<file path="config.mk">
export PLATFORM = sky130hd
export DESIGN_NAME = decode_operand_stage
export DESIGN_NICKNAME = d
export VERILOG_FILES = /design/src/rtl/decode_operand_stage.sv
export SDC_FILE = /design/constraint.sdc
export NUM_CORES = 1
export LEC_CHECK = 0
export ABC_AREA = 0
export CAP_MARGIN = 10
export CORE_MARGIN = 5
export CORE_UTILIZATION = 40
export DETAILED_ROUTE_END_ITERATION = 8
export PLACE_DENSITY = 0.74
export RECOVER_POWER = 100
export SKIP_CTS_REPAIR_TIMING = 1
export SYNTH_ARGS = -nofsm -noshare
export SYNTH_HDL_FRONTEND = slang
export SYNTH_SLANG_ARGS = --single-unit
</file>
<file path="constraint.sdc">
create_clock -name clock -period 6.4 [get_ports clock]
set_clock_uncertainty 0.05 [all_clocks]
set_input_delay 1.28 -clock clock [delete_from_list [all_inputs] [get_ports clock]]
set_output_delay 1.28 -clock clock [all_outputs]
set_load 0.03 [all_outputs]
</file>
<file path="src/rtl/decode_operand_stage.sv">
// Decode-side operand stage: register read addressing, writeback bypass, immediate
// generation, load-use detection and the ID/EX pipeline register.
module decode_operand_stage #(
   parameter int XLEN = 32
) (
   input  logic            clock,
   input  logic            reset,
   input  logic            id_valid,
   input  logic [31:0]     id_pc,
   input  logic [31:0]     id_instr,
   output logic [4:0]      addr_rs1,
   output logic [4:0]      addr_rs2,
   input  logic [XLEN-1:0] data_rs1,
   input  logic [XLEN-1:0] data_rs2,
   input  logic            wb_write_enable,
   input  logic [4:0]      wb_addr_rd,
   input  logic [XLEN-1:0] wb_data_rd,
   input  logic            ex_stall,
   input  logic            flush,
   output logic            stall,
   output logic            ex_valid,
   output logic [31:0]     ex_pc,
   output logic [31:0]     ex_instr,
   output logic [XLEN-1:0] ex_rs1_data,
   output logic [XLEN-1:0] ex_rs2_data,
   output logic [XLEN-1:0] ex_imm,
   output logic [4:0]      ex_rd,
   output logic            ex_is_load
);

   typedef enum logic [6:0] {
      OP_LOAD   = 7'b0000011,
      OP_OPIMM  = 7'b0010011,
      OP_AUIPC  = 7'b0010111,
      OP_STORE  = 7'b0100011,
      OP_OP     = 7'b0110011,
      OP_LUI    = 7'b0110111,
      OP_BRANCH = 7'b1100011,
      OP_JALR   = 7'b1100111,
      OP_JAL    = 7'b1101111,
      OP_SYSTEM = 7'b1110011
   } opcode_e;

   opcode_e          opcode;
   logic             uses_rs1;
   logic             uses_rs2;
   logic [4:0]       rd;
   logic [XLEN-1:0]  imm;
   logic [XLEN-1:0]  rs1_op;
   logic [XLEN-1:0]  rs2_op;
   logic             lu;

   assign opcode   = opcode_e'(id_instr[6:0]);
   assign addr_rs1 = id_instr[19:15];
   assign addr_rs2 = id_instr[24:20];

   assign uses_rs1 = !(opcode == OP_LUI || opcode == OP_AUIPC || opcode == OP_JAL);
   assign uses_rs2 = (opcode == OP_OP || opcode == OP_STORE || opcode == OP_BRANCH);
   assign rd       = (opcode == OP_STORE || opcode == OP_BRANCH) ? 5'd0 : id_instr[11:7];

   always_comb begin
      imm = '0;
      case (opcode)
         OP_OPIMM, OP_LOAD, OP_JALR, OP_SYSTEM:
            imm = {{20{id_instr[31]}}, id_instr[31:20]};
         OP_STORE:
            imm = {{20{id_instr[31]}}, id_instr[31:25], id_instr[11:7]};
         OP_BRANCH:
            imm = {{19{id_instr[31]}}, id_instr[31], id_instr[7], id_instr[30:25],
                   id_instr[11:8], 1'b0};
         OP_LUI, OP_AUIPC:
            imm = {id_instr[31:12], 12'b0};
         OP_JAL:
            imm = {{11{id_instr[31]}}, id_instr[31], id_instr[19:12], id_instr[20],
                   id_instr[30:21], 1'b0};
         default:
            imm = '0;
      endcase
   end

   // The register file returns pre-write data in the writeback cycle; x0 is never bypassed.
   assign rs1_op = (wb_write_enable && wb_addr_rd != 5'd0 && wb_addr_rd == addr_rs1)
                   ? wb_data_rd : data_rs1;
   assign rs2_op = (wb_write_enable && wb_addr_rd != 5'd0 && wb_addr_rd == addr_rs2)
                   ? wb_data_rd : data_rs2;

   assign lu = id_valid && ex_valid && ex_is_load && (ex_rd != 5'd0) &&
               ((uses_rs1 && addr_rs1 == ex_rd) || (uses_rs2 && addr_rs2 == ex_rd));

   assign stall = !flush && (ex_stall || lu);

   always_ff @(posedge clock) begin
      if (reset) begin
         ex_valid    <= 1'b0;
         ex_pc       <= '0;
         ex_instr    <= '0;
         ex_rs1_data <= '0;
         ex_rs2_data <= '0;
         ex_imm      <= '0;
         ex_rd       <= '0;
         ex_is_load  <= 1'b0;
      end else if (flush) begin
         ex_valid <= 1'b0;
      end else if (ex_stall) begin
         ex_valid <= ex_valid;
      end else if (lu) begin
         ex_valid <= 1'b0;
      end else begin
         ex_valid    <= id_valid;
         ex_pc       <= id_pc;
         ex_instr    <= id_instr;
         ex_rs1_data <= rs1_op;
         ex_rs2_data <= rs2_op;
         ex_imm      <= imm;
         ex_rd       <= rd;
         ex_is_load  <= (opcode == OP_LOAD);
      end
   end

endmodule

</file>
==> summary.md, run 1 <==
| Metric | Value |
|---|---|
| Detailed placement HPWL | 23300 microns |
| Largest net degree at the start of global routing | 83 |
| Total number of vias | 9559 |
| Startpoint Class | primary input |
| Pwr Total | 2.79 mW |
| Worst path top cell family by delay | buffers and inverters |
| Netlist Area Pre-Place | 0.00838 sq mm |
| Sequential area share after synthesis | 39.9% |
| Slowest stage delay, CP | 0.77 ns |
| Worst path most repeated cell | dlygate4sd3_1 |
| GR Layer Usage met3 | 6.91% |
| Worst Path Max Fanout | 12 |
| First-pass DRT Iterations | 6 |
| Async SR Flop Fraction | 0% |
| Synth cell types | 51 |
| Finish-stage setup viols | 0 |
| Syn Area/Cell | 8.60 sq um |
| Power per cell area | 228 mW/mm^2 |
| Root Buffer | clkbuf_16 |
| Max Cap Violations | 2 |
| Worst-path cell chain | dlygate4sd3_1 -> nand4b_1 -> a21oi_1 -> buf_4 -> or4_1 -> a31oi_1 -> dlygate4sd3_1 |
| CTS tree | done |
| Worst-margin pin slew | 1.88 ns |
| Num CTS Buffers | 17 |
| Die Wd | 155 microns |
| #FFs+latches synth | 167 |
| F_max | 188 MHz |
| GRT Total Usage | 27.8% |
| Vias per cell | 6.38 |
| Post-synthesis mux area share | 0.717% |
| Die extent in y | 155 microns |
| Failing checks | max-capacitance violations, max-slew violations |
| Synth Area in Simple Gates | 14.4% |
| Leak | 4.44 nW |
| Fin crit share | 82.9% |
| CP endpoint kind | output pin |
| Number of global-route vias before repair | 9038 |
| Rel. slew slack | -25.6% |
| H-tree depth | 4 |
| Critical Path RT | 5.07 ns |
| Place WS | 1.20 ns |
| # fillers | 1930 |
| Final Max Slew Viols | 164 |
| Post-route ant nets | 0 |
| Post-Route WL | 35500 microns |
| Site row count | 53 |
| Syn. warnings | 0 |
| Reg clk slew, reported paths | 0.07 ns |
| Clk sink count | 167 |
| GRT busiest layer | met2 |
| Post-DR wirelength/cell | 23.7 microns |
| Global Route met2 Usage | 45.2% |
| CP Buf/Inv Count | 3 |
| CP Class | primary input to output pin |
| DIE AREA | 0.0239 sq mm |
| Outcome | finished, violations left |
| Post-synth EDFFs | 0 |
| Ys flop type | dfxtp_1 |
| Area grow syn2layout | 45.7% |
| Clock Path Buffers | 2 |
| Starting density of the core | 40.2% |
| Final Core Density | 58.7% |
| Iteration-0 DRC count of the detailed router | 750 |
| Syn_nets | 1145 |
| VDD IR max | 0.169 mV |
| GPL Wtd Cong | 0.854 |
| Top Ports | 349 |
| Worst-skew pair later-pin latency | 0.42 ns |
| Setup WS post-layout | 1.09 ns |
| Core Box Area | 0.0208 sq mm |
| First-pass GRT wire length | 54100 microns |
| PortBufs | 348 |
| Setup TNS Final | 0 ns |
| XOR/XNOR Fraction of Synth Area | 2.09% |
| Final Critical Period | 5.31 ns |
| Post-synthesis cell count | 974 |
| Unrepaired setup endpoints after global routing | no |
| Share of layout cells above drive strength 1 | 5.65% |
| Crit path arrival time | 3.98 ns |
| Gr ovfl total | 0 |
| Synth Area in Compound Gates | 33.8% |
| Slowest cell on crit path | dlygate4sd3_1 |
| Final #Nets | 1380 |
| Synth Area in Adders | 0% |
| Met1 Use GR | 36.4% |
| Hold Fails Final Rpt | 0 |
| DRC | 0 |
| Initial antenna violation count | 1 |
| Hold Crit Class | flop to flop |
| Largest family of logic cells by synthesized area | compound AO/OA/AOI/OAI gates |
logic make-up (layout without fill, tap and decap cells):
group	after synthesis	in the layout
AO/OA/AOI/OAI	419	419
AND/OR/NAND/NOR	205	205
flip-flops	167	167
buffers and inverters	157	405
XOR/XNOR	20	20
multiplexers	6	6
other	0	1
routing by layer:
| metal | wire length, microns | vias to the layer above | share of wire, % |
|---|---|---|---|
| met2 | 16800 | 541 | 47 |
| met3 | 3410 | 64 | 9.6 |
| li1 | - | 4339 | - |
| met5 | 0 | - | 0 |
| met1 | 14200 | 4615 | 40 |
| met4 | 1080 | 0 | 3.0 |
worst register-to-register path, delay by kind of cell, from the launching register on:
| family | cells | cell delay, ns |
|---|---|---|
| flops | 1 | 0.38 |
| simple gates | 2 | 0.77 |
| buf+inv | 2 | 2.16 |
| compound gates | 3 | 0.79 |
cells in the final DEF, fill, tap and decap left out, types with 5 or more instances in the layout:
cell,synthesis,routed
buf_4,23,20
clkbuf_16,0,17
a31o_2,6,6
a22oi_1,15,15
xnor2_1,20,20
nor4_1,6,7
nand3_1,71,71
nand4_1,76,76
dlygate4sd3_1,0,179
o311ai_0,5,5
nand2_1,20,20
a21oi_1,72,72
o31ai_1,73,73
a31oi_1,81,81
dfxtp_1,167,167
mux2i_1,6,6
clkdlybuf4s50_1,0,168
a311oi_1,64,64
o2bb2ai_1,8,8
a211oi_1,16,16
o21ai_0,66,66
sequential cells by signal, indices dropped and copies added (netlist names):
signal / cells
ex_rs2_data: 32
ex_rd: 5
ex_instr: 32
ex_valid: 1
ex_is_load: 1
ex_rs1_data: 32
ex_imm: 32
ex_pc: 32
stage by stage:
stage,instances,hold slack (ns),instance area (sq um)
global route,1498,0.430,12200
finish,1498,0.416,12200
CTS,1497,0.418,12200
detailed placement,1465,0.408,11600
global placement,1465,0.398,11600
floorplan,974,0.536,8380
report_power, final:
part	internal [mW]	total [mW]	switching, mW
sequential	1.09	1.12	0.0287
clock	0.600	1.08	0.479
combinational	0.243	0.586	0.343
area by class of cell:
type                       instances  area [sq um]  area share, %
antenna                            1          2.50         0.0205
clock buffer                      18           439           3.60
clock inverter                    14           165           1.35
inverter                           4          15.0          0.123
multi-input combinational        650          4270           35.0
sequential                       167          3340           27.4
tap                              275           344           2.82
timing repair buffer             369          3630           29.7
synthesized netlist by cell type, types with 23 or more instances:
| cell type | number | area [sq um] |
|---|---|---|
| a21oi_1 | 72 | 360 |
| o21ai_0 | 66 | 330 |
| buf_2 | 33 | 165 |
| nand3_1 | 71 | 355 |
| dfxtp_1 | 167 | 3340 |
| buf_4 | 23 | 173 |
| a311oi_1 | 64 | 561 |
| o31ai_1 | 73 | 548 |
| a31oi_1 | 81 | 507 |
| clkbuf_1 | 89 | 334 |
| nand4_1 | 76 | 475 |
path summary, 6_finish.rpt:
check	slack (ns)	depth (start not counted)	to	startpoint
setup / recovery	1.09	7	stall	id_instr[4]
hold / removal	0.42	2	ex_imm[13]	ex_imm[13]
setup reg to reg	2.16	7	ex_rs1_data[16]	ex_rd[0]
hold reg to reg	0.42	2	ex_imm[13]	ex_imm[13]
No activity file was read; power rests on OpenSTA's default activity.
==> run 2: changes to the inputs <==
==> constraint.sdc (replaced) <==
create_clock -name clock -period 5.3 [get_ports clock]
set_clock_uncertainty 0.05 [all_clocks]
set_input_delay 1.06 -clock clock [delete_from_list [all_inputs] [get_ports clock]]
set_output_delay 1.06 -clock clock [all_outputs]
set_load 0.03 [all_outputs]
==> summary.md, run 2 (synthesized netlist as in run 1, its figures left out) <==
| Metric | Value |
|---|---|
| Starting density of the core | 40.2% (unchanged) |
| # fillers | 1854 (-3.9%) |
| Power per cell area | 274 mW/mm^2 (+20%) |
| Core Box Area | 0.0208 sq mm (unchanged) |
| Worst Path Max Fanout | 11 (-1) |
| GPL Wtd Cong | 0.833 (-2.4%) |
| Site row count | 53 (unchanged) |
| Seq pwr share | 40.3% (about the same) |
| Die Wd | 155 microns (unchanged) |
| Sw frac | 31.7% (+1.2 points) |
| Finish-stage setup viols | 0 (unchanged) |
| VDD IR max | 0.210 mV (+25%) |
| Unrepaired setup endpoints after global routing | no |
| Initial antenna violation count | 1 (unchanged) |
| Hold Crit Class | flop to flop |
| Share of layout cells above drive strength 1 | 5.93% (+0.29 points) |
| H-tree depth | 4 (unchanged) |
| Failing checks | max-capacitance violations, max-slew violations |
| DRC | 0 (unchanged) |
| Comb pwr share | 21.2% (+0.2 points) |
| Max Cap Violations | 2 (unchanged) |
| Die extent in y | 155 microns (unchanged) |
| Hold Fails Final Rpt | 0 (unchanged) |
| Part of the power in the clock network | 38.5% (-0.2 points) |
| DIE AREA | 0.0239 sq mm (unchanged) |
| Placed insts | 1473 (+0.55%) |
| Largest net degree at the start of global routing | 101 (+22%) |
| Outcome | finished, violations left |
| Final Critical Period | 4.87 ns |
| Hold_sp | ex_instr[13] |
| Number of global-route vias before repair | 9212 (+1.9%) |
| Clock Path Buffers | 2 (unchanged) |
| Vias per cell | 6.36 (-0.36%) |
| GRT Total Usage | 27.9% (+0.061 points) |
| Critical Path RT | 4.19 ns (-0.88 ns) |
| Iteration-0 DRC count of the detailed router | 831 (+11%) |
| Fin crit share | 91.9% |
| Gr ovfl total | 0 (unchanged) |
| Post-route ant nets | 0 (unchanged) |
| Area grow syn2layout | 46.6% |
| Commonest non-fill, non-tap cell in the layout | dlygate4sd3_1 |
| Reg-to-reg slack, setup | 0.99 ns (-1.17 ns) |
| Post-DR wirelength/cell | 23.4 microns (-1.1%) |
| Final Max Slew Viols | 154 (-6.1%) |
| Rel. slew slack | -54.4% (-29 points) |
| Internal power | 2.30 mW (+19%) |
| PortBufs | 348 (unchanged) |
| Final #Nets | 1388 (+0.58%) |
| CP Class | primary input to output pin |
| First-pass DRT Iterations | 7 (+1) |
| First-pass GRT wire length | 54000 microns (-0.24%) |
| CP endpoint kind | output pin |
| Post-Route WL | 35300 microns (-0.59%) |
| Reg clk slew, reported paths | 0.08 ns (about the same) |
| Post-Layout Cell Count | 1506 (+0.53%) |
| Worst setup startpoint | id_instr[2] |
| Worst-margin pin slew | 2.32 ns (+0.432 ns) |
| Leak | 4.46 nW (+0.46%) |
| Top Ports | 349 (unchanged) |
| Detailed placement HPWL | 23400 microns (+0.33%) |
| Commonest cells after routing, fill and taps aside | dlygate4sd3_1, dfxtp_1, clkdlybuf4s50_1 |
| FF-to-FF End | ex_rs2_data[16] |
| Total number of vias | 9575 (+0.17%) |
| Crit path arrival time | 3.76 ns (-0.22 ns) |
| Worst Hold Path Cells | 2 (unchanged) |
| Setup TNS Final | 0 ns (unchanged) |
| CTS tree | done |
| Num CTS Buffers | 17 (unchanged) |
| Worst reg2reg startpoint | ex_rd[0] |
| Worst-skew pair later-pin latency | 0.43 ns (about the same) |
| Hold Path End | ex_instr[13] |
| P_sw | 1.07 mW (+25%) |
| Root Buffer | clkbuf_16 |
| Startpoint Class | primary input |
| Clk sink count | 167 (unchanged) |
| Reg2reg path depth | 7 (unchanged) |
| F_max | 205 MHz |
run 2: changes by cell type in the layout (fill, tap and decap cells not counted), moves of 3 or more:
| cell | before | now |
|---|---|---|
| clkinv_4 | 4 | 0 |
| clkinvlp_4 | 0 | 3 |
| buf_4 | 20 | 25 |
| inv_8 | 3 | 6 |
run 2: final cells by class:
type | instances | area (sq um) | share of cell area [%]
repair buffers | 377 | 3700 | 30.1
multi-input cells | 650 | 4280 | 34.8
flip-flops and latches | 167 | 3340 | 27.2
well taps | 275 | 344 | 2.80
clock buffers | 17 | 425 | 3.46
inverters | 4 | 15.0 | 0.122
diodes | 1 | 2.50 | 0.0204
clock inverters | 15 | 179 | 1.46
run 2: metal layers:
metal	wire length, microns	vias up	track usage [%]	part of all wire (%)
li1	-	4359	-	-
met1	14500	4571	36.4	41
met2	16500	568	44.4	47
met3	3210	77	7.27	9.1
met4	1170	0	10.3	3.3
met5	0	-	0	0
run 2: worst max path at each step:
stage | endpoint | slack (ns) | cells after the start
6_report | stall | 0.43 | 6
4_1_cts | stall | 0.56 | 6
3_3_place_gp | stall | 0.59 | 6
2_1_floorplan | stall | 1.12 | 8
5_1_grt | ex_rs1_data[26] | 0.28 | 8
3_5_place_dp | stall | 0.57 | 6
run 2: per-stage QoR:
step	util (%)	power, mW	instance area [sq um]	worst slack [ns]	hold WS, ns
global placement	56.2	2.11	11700	0.594	0.401
global route	59.0	3.48	12300	0.285	0.427
floorplan	-	1.76	8380	1.12	0.536
CTS	59.1	3.41	12300	0.559	0.420
finish	59.0	3.36	12300	0.431	0.417
detailed placement	56.2	2.12	11700	0.569	0.402
run 2: critical path, cell delays in order:
cell and delay, ns:
dlygate4sd3_1 0.68, and4bb_1 0.40, nand3_1 0.16, or4_1 0.47
a31oi_1 0.23, dlygate4sd3_1 0.77
run 2: power by group through the flow:
stage / sequential (mW) / clock, mW / combinational (mW)
2_1_floorplan: 1.51 / 0 / 0.248
3_3_place_gp: 1.38 / 0 / 0.728
3_5_place_dp: 1.39 / 0 / 0.732
4_1_cts: 1.36 / 1.31 / 0.735
5_1_grt: 1.36 / 1.37 / 0.751
6_report: 1.35 / 1.30 / 0.712
==> run 3: changes to the inputs <==
--- a/config.mk
+++ b/config.mk
@@ -7,7 +7,7 @@
 export LEC_CHECK = 0
 export ABC_AREA = 0
 export CAP_MARGIN = 10
-export CORE_MARGIN = 5
+export CORE_MARGIN = 1
 export CORE_UTILIZATION = 40
 export DETAILED_ROUTE_END_ITERATION = 8
 export PLACE_DENSITY = 0.74
==> summary.md, run 3 (synthesized netlist as in run 1, its figures left out) <==
| Metric | Value |
|---|---|
| Vias per cell | 6.33 (-0.51%) |
| Top Ports | 349 (unchanged) |
| Levels on crit path | 8 (+2) |
| Num CTS Buffers | 17 (unchanged) |
| Met2 wire len | 15700 microns (-4.8%) |
| Seq pwr share | 41.7% (+1.4 points) |
| Worst Path Max Fanout | 64 (+53) |
| DIE AREA | 0.0215 sq mm (-10%) |
| Sw frac | 31.4% (-0.32 points) |
| Slowest cell on crit path | buf_2 |
| CP Buf/Inv Count | 3 (+1) |
| Critical Path RT | 5.48 ns (+1.29 ns) |
| Initial antenna violation count | 1 (unchanged) |
| CP endpoint kind | flop |
| Setup WS post-layout | 0.232 ns (-0.199 ns) |
| Number of global-route vias before repair | 9030 (-2.0%) |
| Rel. slew slack | -29.3% (+25 points) |
| Worst setup startpoint | id_instr[6] |
| Worst path top cell family by delay | buffers and inverters |
| GPL Wtd Cong | 0.886 (+6.3%) |
| H-tree depth | 4 (unchanged) |
| Post-route ant nets | 0 (unchanged) |
| Starting density of the core | 41.2% (+0.91 points) |
| Clock Path Buffers | 2 (unchanged) |
| Part of the power in the clock network | 36.7% (-1.8 points) |
| Final #Nets | 1386 (-0.14%) |
| VDD IR max | 0.194 mV (-7.9%) |
| Root Buffer | clkbuf_16 |
| Share of layout cells above drive strength 1 | 5.70% (-0.23 points) |
| Met1 WL | 13200 microns (-8.8%) |
| Detailed placement HPWL | 21300 microns (-9.0%) |
| Gr ovfl total | 0 (unchanged) |
| Final Max Slew Viols | 178 (+16%) |
| Die Wd | 147 microns (-5.2%) |
| Hold Fails Final Rpt | 0 (unchanged) |
| Die extent in y | 147 microns (-5.2%) |
| CTS tree | done |
| First-pass GRT wire length | 51200 microns (-5.2%) |
| F_max | 197 MHz (-3.9%) |
| Finish-stage setup viols | 0 (unchanged) |
| Worst reg2reg startpoint | ex_rd[0] |
| Worst-path cell chain | dlygate4sd3_1 -> or3b_1 -> a21oi_1 -> clkbuf_1 -> nor4_1 -> nor3_4 -> buf_2 -> a311oi_1 |
| FF-to-FF End | ex_rs2_data[20] |
| Worst-skew pair later-pin latency | 0.43 ns (about the same) |
| DRC | 0 (unchanged) |
| Unrepaired setup endpoints after global routing | no |
| Crit path arrival time | 5.24 ns (+1.48 ns) |
| Area grow syn2layout | 45.3% |
| Highest Signal Layer | met4 |
| Slowest stage delay, CP | 1.13 ns (+0.36 ns) |
| Comb pwr share | 21.6% (+0.4 points) |
| End point of the critical path | ex_rs1_data[27] |
| Power per cell area | 267 mW/mm^2 (-2.5%) |
| Fin crit share | 95.6% (+3.7 points) |
| Clk sink count | 167 (unchanged) |
| Post-DR wirelength/cell | 22.1 microns (-5.7%) |
| Hold Crit Class | flop to flop |
| Commonest non-fill, non-tap cell in the layout | dlygate4sd3_1 |
| Largest net degree at the start of global routing | 98 (-3.0%) |
| Startpoint Class | primary input |
| Place WS | 0.504 ns (-0.0654 ns) |
| Reg2reg path depth | 7 (unchanged) |
| Setup TNS Final | 0 ns (unchanged) |
| Final Critical Period | 5.07 ns (+0.199 ns) |
| P_sw | 1.02 mW (-4.3%) |
| First-pass DRT Iterations | 5 (-2) |
| Worst-margin pin slew | 1.94 ns (-0.377 ns) |
| Post-Route WL | 33100 microns (-6.1%) |
| Reg-to-reg slack, setup | 1.04 ns (+0.05 ns) |
| Met3 WL post-DR | 3100 microns (-3.3%) |
| Site row count | 52 (-1.9%) |
| CP Class | primary input to flop |
| Min Hold Slack | 0.416 ns (-0.00138 ns) |
| Reg clk slew, reported paths | 0.07 ns (about the same) |
| Leak | 4.42 nW (-0.81%) |
| GRT Total Usage | 29.8% (+1.9 points) |
| Internal power | 2.23 mW (-2.9%) |
| Outcome | finished, violations left |
| Iteration-0 DRC count of the detailed router | 907 (+9.1%) |
| PortBufs | 348 (unchanged) |
| Commonest cells after routing, fill and taps aside | dlygate4sd3_1, dfxtp_1, clkdlybuf4s50_1 |
| Total number of vias | 9482 (-0.97%) |
| Max Cap Violations | 2 (unchanged) |
| Failing checks | max-capacitance violations, max-slew violations |
| Core Box Area | 0.0204 sq mm (-2.2%) |
[run 3: changes by cell type in the layout (fill, tap and decap cells not counted), sizes merged]
cell,before,now
clkinv,2,4
inv,13,12
clkbuf,20,22
clkinvlp,3,2
buf,27,24
bufinv,1,0
[run 3: how the worst min path moves through the flow]
stage / start / slack, ns / cells after the start / end
finish: ex_imm[13] / 0.42 / 2 / ex_imm[13]
global route: ex_pc[10] / 0.43 / 2 / ex_pc[10]
CTS: ex_pc[2] / 0.42 / 2 / ex_pc[2]
detailed placement: ex_imm[8] / 0.41 / 2 / ex_imm[8]
global placement: ex_imm[7] / 0.40 / 2 / ex_imm[7]
floorplan: ex_imm[10] / 0.54 / 2 / ex_imm[10]
[run 3: metrics by stage]
stage	instance area, sq um	power, mW	std cells	util, %
3_3_place_gp	11700	2.10	1466	57.3
2_1_floorplan	8380	1.76	974	-
6_report	12200	3.25	1499	59.8
5_1_grt	12200	3.37	1499	59.8
4_1_cts	12200	3.28	1498	60.0
3_5_place_dp	11700	2.11	1466	57.3
[run 3: final cells by class]
cell class,instances,area [sq um]
diodes,1,2.50
clock buffers,18,429
clock inverters,14,114
fillers,1836,8190
inverters,4,15.0
multi-input cells,650,4270
flip-flops and latches,167,3340
well taps,270,338
repair buffers,375,3670
[run 3: power groups by stage]
stage	Sequential (mW)	Combinational (mW)	Clock, mW
after floorplan	1.51	0.248	0
after global placement	1.38	0.716	0
after detailed placement	1.38	0.721	0
after CTS	1.36	0.723	1.20
after global routing	1.36	0.742	1.26
final	1.35	0.701	1.19
[run 3: per-layer routing]
| metal | GRT usage [%] | vias to the layer above |
|---|---|---|
| met5 | 0 | - |
| met4 | 12.7 | 0 |
| met3 | 8.11 | 80 |
| met2 | 47.2 | 514 |
| met1 | 37.9 | 4545 |
| li1 | - | 4343 |
[run 3: worst reg2reg max path, delay by kind of cell, from the launching register on]
kind                   cells  cell delay, ns
and+or+nand+nor            2            0.76
AOI/OAI and AO/OA          3            0.80
DFF                        1            0.37
buffers and inverters      2            2.19
